[src/rtl/host_adapter_sequencer.sv]
// SCSI host adapter sequencer: turns synchronised FC40-FC44 host strobes into
// ACK handshake, selection, bus reset and host interrupt timing.
//
// state       | meaning
// ACK_IDLE    | nACK released, waiting for an FC40 access with REQ asserted
// ACK_ASSERT  | nACK driven low until REQ releases or the ACK timer expires
// SEL_IDLE    | nSEL released
// SEL_SELECT  | nSEL low, waiting for target BSY or selection timeout
// SEL_HOLDING | target answered; nSEL held low for SEL_HOLD clocks
module host_adapter_sequencer #(
  parameter int SEL_TIMEOUT = 4096,
  parameter int SEL_HOLD    = 4,
  parameter int ACK_TIMEOUT = 1024,
  parameter int RST_PULSE   = 64
) (
  input  logic       clock,
  input  logic       nReset,
  input  logic       nFC40RD,
  input  logic       nFC41RD,
  input  logic       nFC40WR,
  input  logic       nFC42WR,
  input  logic       nFC43WR,
  input  logic       nFC44WR,
  input  logic [7:0] bbc_DATA_IN,
  input  logic       scsi_nREQ,
  input  logic       scsi_nBSY,
  input  logic       scsi_nMSG,
  input  logic       scsi_nCD,
  input  logic       scsi_nIO,
  output logic       scsi_nACK,
  output logic       scsi_nSEL,
  output logic       scsi_nRST,
  output logic       nIRQ,
  output logic       dataLatch,
  output logic       scsiDataDrive,
  output logic [7:0] statusByte
);

  localparam int AW = $clog2(ACK_TIMEOUT);
  localparam int SW = $clog2(SEL_TIMEOUT);
  localparam int RW = $clog2(RST_PULSE);

  typedef enum logic {ACK_IDLE, ACK_ASSERT} ackState_t;
  typedef enum logic [1:0] {SEL_IDLE, SEL_SELECT, SEL_HOLDING} selState_t;

  // Inputs are idle-high, so synchronisers reset high to avoid phantom edges.
  logic [10:0] pinVec, sync1, sync2;
  logic [5:0]  strobePrev, strobeRise;

  assign pinVec = {scsi_nIO, scsi_nCD, scsi_nMSG, scsi_nBSY, scsi_nREQ,
                   nFC44WR, nFC43WR, nFC42WR, nFC41RD, nFC40WR, nFC40RD};

  always_ff @(posedge clock or negedge nReset) begin
    if (!nReset) begin
      sync1      <= '1;
      sync2      <= '1;
      strobePrev <= '1;
    end else begin
      sync1      <= pinVec;
      sync2      <= sync1;
      strobePrev <= sync2[5:0];
    end
  end

  assign strobeRise = sync2[5:0] & ~strobePrev;

  logic fc40Event, fc41Event, fc42Event, fc43Event, rstEvent;
  logic req, bsy, msg, cd, io;

  assign fc40Event = strobeRise[0] | strobeRise[1];
  assign fc41Event = strobeRise[2];
  assign fc42Event = strobeRise[3];
  assign fc43Event = strobeRise[4];
  assign rstEvent  = strobeRise[5];
  assign dataLatch = strobeRise[1];

  assign req = ~sync2[6];
  assign bsy = ~sync2[7];
  assign msg = ~sync2[8];
  assign cd  = ~sync2[9];
  assign io  = ~sync2[10];

  ackState_t ackState, ackNext;
  selState_t selState, selNext;
  logic [AW-1:0] ackCnt, ackCntNext;
  logic [SW-1:0] selCnt, selCntNext;
  logic [RW-1:0] rstCnt;
  logic rstActive, ackToSet, selToSet, ackTo, selTo, irqEnable;

  always_comb begin
    ackNext    = ackState;
    ackCntNext = ackCnt;
    ackToSet   = 1'b0;
    if (rstEvent || rstActive) begin
      ackNext = ACK_IDLE;
    end else begin
      case (ackState)
        ACK_IDLE: if (fc40Event && req) begin
          ackNext    = ACK_ASSERT;
          ackCntNext = AW'(ACK_TIMEOUT - 1);
        end
        ACK_ASSERT: if (!req) begin
          ackNext = ACK_IDLE;
        end else if (ackCnt == '0) begin
          ackNext  = ACK_IDLE;
          ackToSet = 1'b1;
        end else begin
          ackCntNext = ackCnt - AW'(1);
        end
        default: ackNext = ACK_IDLE;
      endcase
    end
  end

  always_comb begin
    selNext    = selState;
    selCntNext = selCnt;
    selToSet   = 1'b0;
    if (rstEvent || rstActive) begin
      selNext = SEL_IDLE;
    end else begin
      case (selState)
        SEL_IDLE: if (fc42Event && !bsy) begin
          selNext    = SEL_SELECT;
          selCntNext = SW'(SEL_TIMEOUT - 1);
        end
        SEL_SELECT: if (bsy) begin
          selNext    = SEL_HOLDING;
          selCntNext = SW'(SEL_HOLD - 1);
        end else if (selCnt == '0) begin
          selNext  = SEL_IDLE;
          selToSet = 1'b1;
        end else begin
          selCntNext = selCnt - SW'(1);
        end
        SEL_HOLDING: if (selCnt == '0) begin
          selNext = SEL_IDLE;
        end else begin
          selCntNext = selCnt - SW'(1);
        end
        default: selNext = SEL_IDLE;
      endcase
    end
  end

  always_ff @(posedge clock or negedge nReset) begin
    if (!nReset) begin
      ackState <= ACK_IDLE;
      selState <= SEL_IDLE;
      ackCnt   <= '0;
      selCnt   <= '0;
    end else begin
      ackState <= ackNext;
      selState <= selNext;
      ackCnt   <= ackCntNext;
      selCnt   <= selCntNext;
    end
  end

  // A reset request during the pulse reloads the timer, stretching the pulse.
  always_ff @(posedge clock or negedge nReset) begin
    if (!nReset) begin
      rstActive <= 1'b0;
      rstCnt    <= '0;
    end else if (rstEvent) begin
      rstActive <= 1'b1;
      rstCnt    <= RW'(RST_PULSE - 1);
    end else if (rstActive) begin
      if (rstCnt == '0) rstActive <= 1'b0;
      else              rstCnt    <= rstCnt - RW'(1);
    end
  end

  always_ff @(posedge clock or negedge nReset) begin
    if (!nReset) begin
      ackTo         <= 1'b0;
      selTo         <= 1'b0;
      irqEnable     <= 1'b0;
      nIRQ          <= 1'b1;
      scsiDataDrive <= 1'b0;
    end else begin
      if (ackToSet)       ackTo <= 1'b1;
      else if (fc41Event) ackTo <= 1'b0;
      if (selToSet)       selTo <= 1'b1;
      else if (fc41Event) selTo <= 1'b0;
      if (fc43Event) irqEnable <= bbc_DATA_IN[0];
      nIRQ          <= ~(irqEnable & req & (ackState == ACK_IDLE) & ~rstActive);
      scsiDataDrive <= bsy & ~io;
    end
  end

  logic unusedData;
  assign unusedData = ^bbc_DATA_IN[7:1];

  assign scsi_nACK  = (ackState != ACK_ASSERT);
  assign scsi_nSEL  = (selState == SEL_IDLE);
  assign scsi_nRST  = ~rstActive;
  assign statusByte = {cd, io, req, irqEnable, ackTo, selTo, bsy, msg};

endmodule

[config.mk]
export PLATFORM = sky130hd
export DESIGN_NAME = host_adapter_sequencer
export DESIGN_NICKNAME = d
export VERILOG_FILES = /design/src/rtl/host_adapter_sequencer.sv
export SDC_FILE = /design/constraint.sdc
export NUM_CORES = 1
export LEC_CHECK = 0
export CAP_MARGIN = 5
export CORE_MARGIN = 2
export CORE_UTILIZATION = 40
export CTS_BUF_LIST = sky130_fd_sc_hd__clkbuf_8 sky130_fd_sc_hd__clkbuf_16
export CTS_CLUSTER_SIZE = 25
export DETAILED_ROUTE_END_ITERATION = 8
export HOLD_SLACK_MARGIN = 0.05
export PLACE_DENSITY_LB_ADDON = 0.2
export SYNTH_ARGS = -nofsm -noshare
export SYNTH_HDL_FRONTEND = slang
export SYNTH_SLANG_ARGS = --single-unit
[constraint.sdc]
create_clock -name clock -period 2.4 [get_ports clock]
set_clock_uncertainty 0.2 [all_clocks]
set_input_delay 0.24 -clock clock [delete_from_list [all_inputs] [get_ports clock]]
set_output_delay 0.24 -clock clock [all_outputs]
set_load 0.02 [all_outputs]
==> out/qor.csv <==
metric,value,unit
syn2layout_area_growth,19.83,%
io_buffer_count,27,
slew_headroom,69.87,%
synth_cells,285,
status,finished clean,
post_drt_wl_per_cell,14.49,µm
final_cell_mix,"36 x dfrtp_1, 29 x dfstp_2, 26 x clkdlybuf4s50_1",
ios,35,
slowest_delay,0.57,ns
seqPwrFrac,49.5,%
nets,345,
rows,32,
cts_made_buffers,9,
postSynthNetCount,316,
max-cap-violations,0,
setup_tns,0,ns
num_vias,2225,
cts_sinks,65,
worstPathMaxFanout,4,
syn_area_per_cell,10.85,µm²
peakVddDrop,0.4680,mV
power_frac_comb,16.2,%
switching_share,28.04,%
setup_viol,0,
power_density,743.3,nW/µm²
ant_nets,0,
power_frac_clock,34.4,%
cp_top_family,simple AND/OR/NAND/NOR gates,
die_h,91.92,µm
final_layout_size_suffix_gt1_share,21.63,%
p_int,1.982,mW
die_w,91.92,µm
cp_slowest_cell,or4_4,
finalCriticalPeriod,2.289,ns
synth_area,3092,µm²
vias_per_cell,5.285,
ys.flop_type,dfrtp_1,
p_switching,0.7722,mW
root_buffer,clkbuf_8,
yosysWarningCount,0,
cp.required,2.42,ns
antenna_cells,0,
finalWirelength,6100,µm
synth_cell_type_count,56,
grt-ovfl-total,0,
grt_usage,15.61,%
rsz0062_at_grt,no,
fmax,0.4368,GHz
arrival,2.31,ns
grt_start_max_net_pins,66,
num-fill-cells,721,
final_core_util,48.70,%
finalHoldViolCount,0,
core,7607,µm²
worst_pin_slew,0.4479,ns
seq_area_frac_synth,53.78,%
critPathKind,reg2reg,
slew_violations,0,
clk_latency,0.34,ns
synth_edf_count,0,
cp_cell_sequence,"inv_1, ha_1, or3b_4, or4_4, a211oi_1, o22ai_1",
htree_levels,3,
cts_tree,done,
grt_pass1_vias,2220,
crit_buf_inv,1,
antenna_found_initial,0,
dieArea,8448,µm²
grt_pass1_wl,10380,µm
place.gp.congestion,0.8223,
hold_path_class,in2reg,
post-route-drc-count,0,
power.leakage,1.455,nW
cp-start-kind,flip-flop,
hpwlAfterDp,4059,µm
path_clk_slew,0.08,ns
final_common_cell,dfrtp_1,
cp-end-kind,flip-flop,
ys_ff_latch,65,
drt_iter0_markers,96,
async_flop_share,100.0,%
start_util,40.64,%
cts_buffer_depth,2,
fin_crit_sh,95.39,%
drtPass1Iterations,4,
[synthesized netlist by cell type, drive strengths merged (2+ instances only)]
| library cell | n | area share, % |
|---|---|---|
| a2111o | 2 | 0.73 |
| a211o | 2 | 0.57 |
| a211oi | 8 | 1.9 |
| a21oi | 4 | 0.65 |
| a221oi | 3 | 0.85 |
| a22o | 6 | 1.7 |
| a31oi | 11 | 2.2 |
| and3 | 6 | 1.2 |
| and4 | 2 | 0.57 |
| buf | 11 | 2.6 |
| clkbuf | 12 | 1.5 |
| dfrtp | 36 | 29 |
| dfstp | 29 | 25 |
| ha | 10 | 4.0 |
| inv | 17 | 2.1 |
| nand2 | 21 | 2.5 |
| nand2b | 5 | 1.0 |
| nand4 | 3 | 0.61 |
| nor2 | 14 | 1.7 |
| nor2b | 4 | 0.81 |
| nor3 | 13 | 2.1 |
| nor3b | 2 | 0.49 |
| nor4 | 5 | 1.2 |
| o2111ai | 2 | 0.57 |
| o211ai | 6 | 1.5 |
| o21ai | 12 | 1.9 |
| o22ai | 2 | 0.40 |
| o311ai | 4 | 1.1 |
| o31ai | 2 | 0.49 |
| o41ai | 3 | 1.5 |
| or3 | 6 | 1.4 |
| or4 | 4 | 1.1 |
| xor2 | 4 | 1.1 |
[per-stage QoR]
stage	hold slack (ns)	power [mW]	area, µm²	setup slack (ns)	std cells
after detailed placement	0.08185	1.816	3482	0.04978	404
after global placement	0.08230	1.807	3482	0.06760	404
after CTS	0.08463	2.790	3700	0.02030	421
final	0.1019	2.754	3705	0.1106	421
after floorplan	-0.2556	1.669	3092	0.08281	285
after global routing	0.07984	2.923	3705	0.01885	421
[registers in the layout, summed over array words and instances, names as in the netlist]
name	flops
selCnt	12
sync1	11
sync2	11
ackCnt	10
rstCnt	6
strobePrev	6
selState	2
ackState	1
ackTo	1
irqEnable	1
nIRQ	1
rstActive	1
scsiDataDrive	1
selTo	1
[timing repair]
item / CTS / global route
setup buffers: 0 / 0
hold buffers: 1 / 0
hold endpoints to repair: 65 / 0
endpoints found under the setup margin: 0 / 9
resized for setup: 0 / 2
[area by class of cell]
class | count | area (µm²) | share of cell area [%]
multi-input combinational | 179 | 1241 | 33.50
timing repair buffer | 41 | 397.9 | 10.74
sequential | 65 | 1663 | 44.88
clock inverter | 5 | 56.30 | 1.520
clock buffer | 11 | 151.4 | 4.086
inverter | 18 | 67.56 | 1.824
tap | 102 | 127.6 | 3.445
[logic make-up (layout without fill, tap and decap cells)]
family / count (synthesis) / in the layout / share of synthesized area, %
and+or+nand+nor: 91 / 91 / 16.39
AOI/OAI and AO/OA: 72 / 72 / 17.77
DFF: 65 / 65 / 53.78
buffers and inverters: 41 / 75 / 6.232
adders and majority gates: 10 / 10 / 4.047
xor gates and xnor gates: 5 / 5 / 1.416
muxes: 1 / 1 / 0.3642
[power by group through the flow]
stage	logic [mW]	clock network (mW)	registers [mW]
floorplan	0.322	0	1.35
global placement	0.435	0	1.37
detailed placement	0.442	0	1.37
CTS	0.447	0.984	1.36
global route	0.503	1.04	1.38
finish	0.445	0.947	1.36
[routing by layer]
layer / routed length [µm] / GRT usage (%) / part of all wire (%)
met5: 0 / 0 / 0
met4: 79 / 6.095 / 1.3
met3: 179 / 4.601 / 2.9
met2: 2917 / 24.57 / 48
met1: 2924 / 20.32 / 48
[path summary, 6_finish.rpt]
| path | from | end | slack (ns) | depth (start not counted) |
|---|---|---|---|---|
| worst max register to register | selCnt[0]$_DFFE_PN0P_ | selCnt[5]$_DFFE_PN0P_ | 0.11 | 6 |
| min in group asynchronous | nReset | selCnt[8]$_DFFE_PN0P_ | 0.23 | 3 |
| worst min register to register | sync1[6]$_DFF_PN1_ | sync2[6]$_DFF_PN1_ | 0.16 | 0 |
| worst max-delay path | selCnt[0]$_DFFE_PN0P_ | selCnt[5]$_DFFE_PN0P_ | 0.11 | 6 |
| worst min-delay path | nFC42WR | sync1[3]$_DFF_PN1_ | 0.10 | 1 |
| max in group asynchronous | nReset | strobePrev[4]$_DFF_PN1_ | 1.42 | 3 |
(Power assumes the default switching activity.)
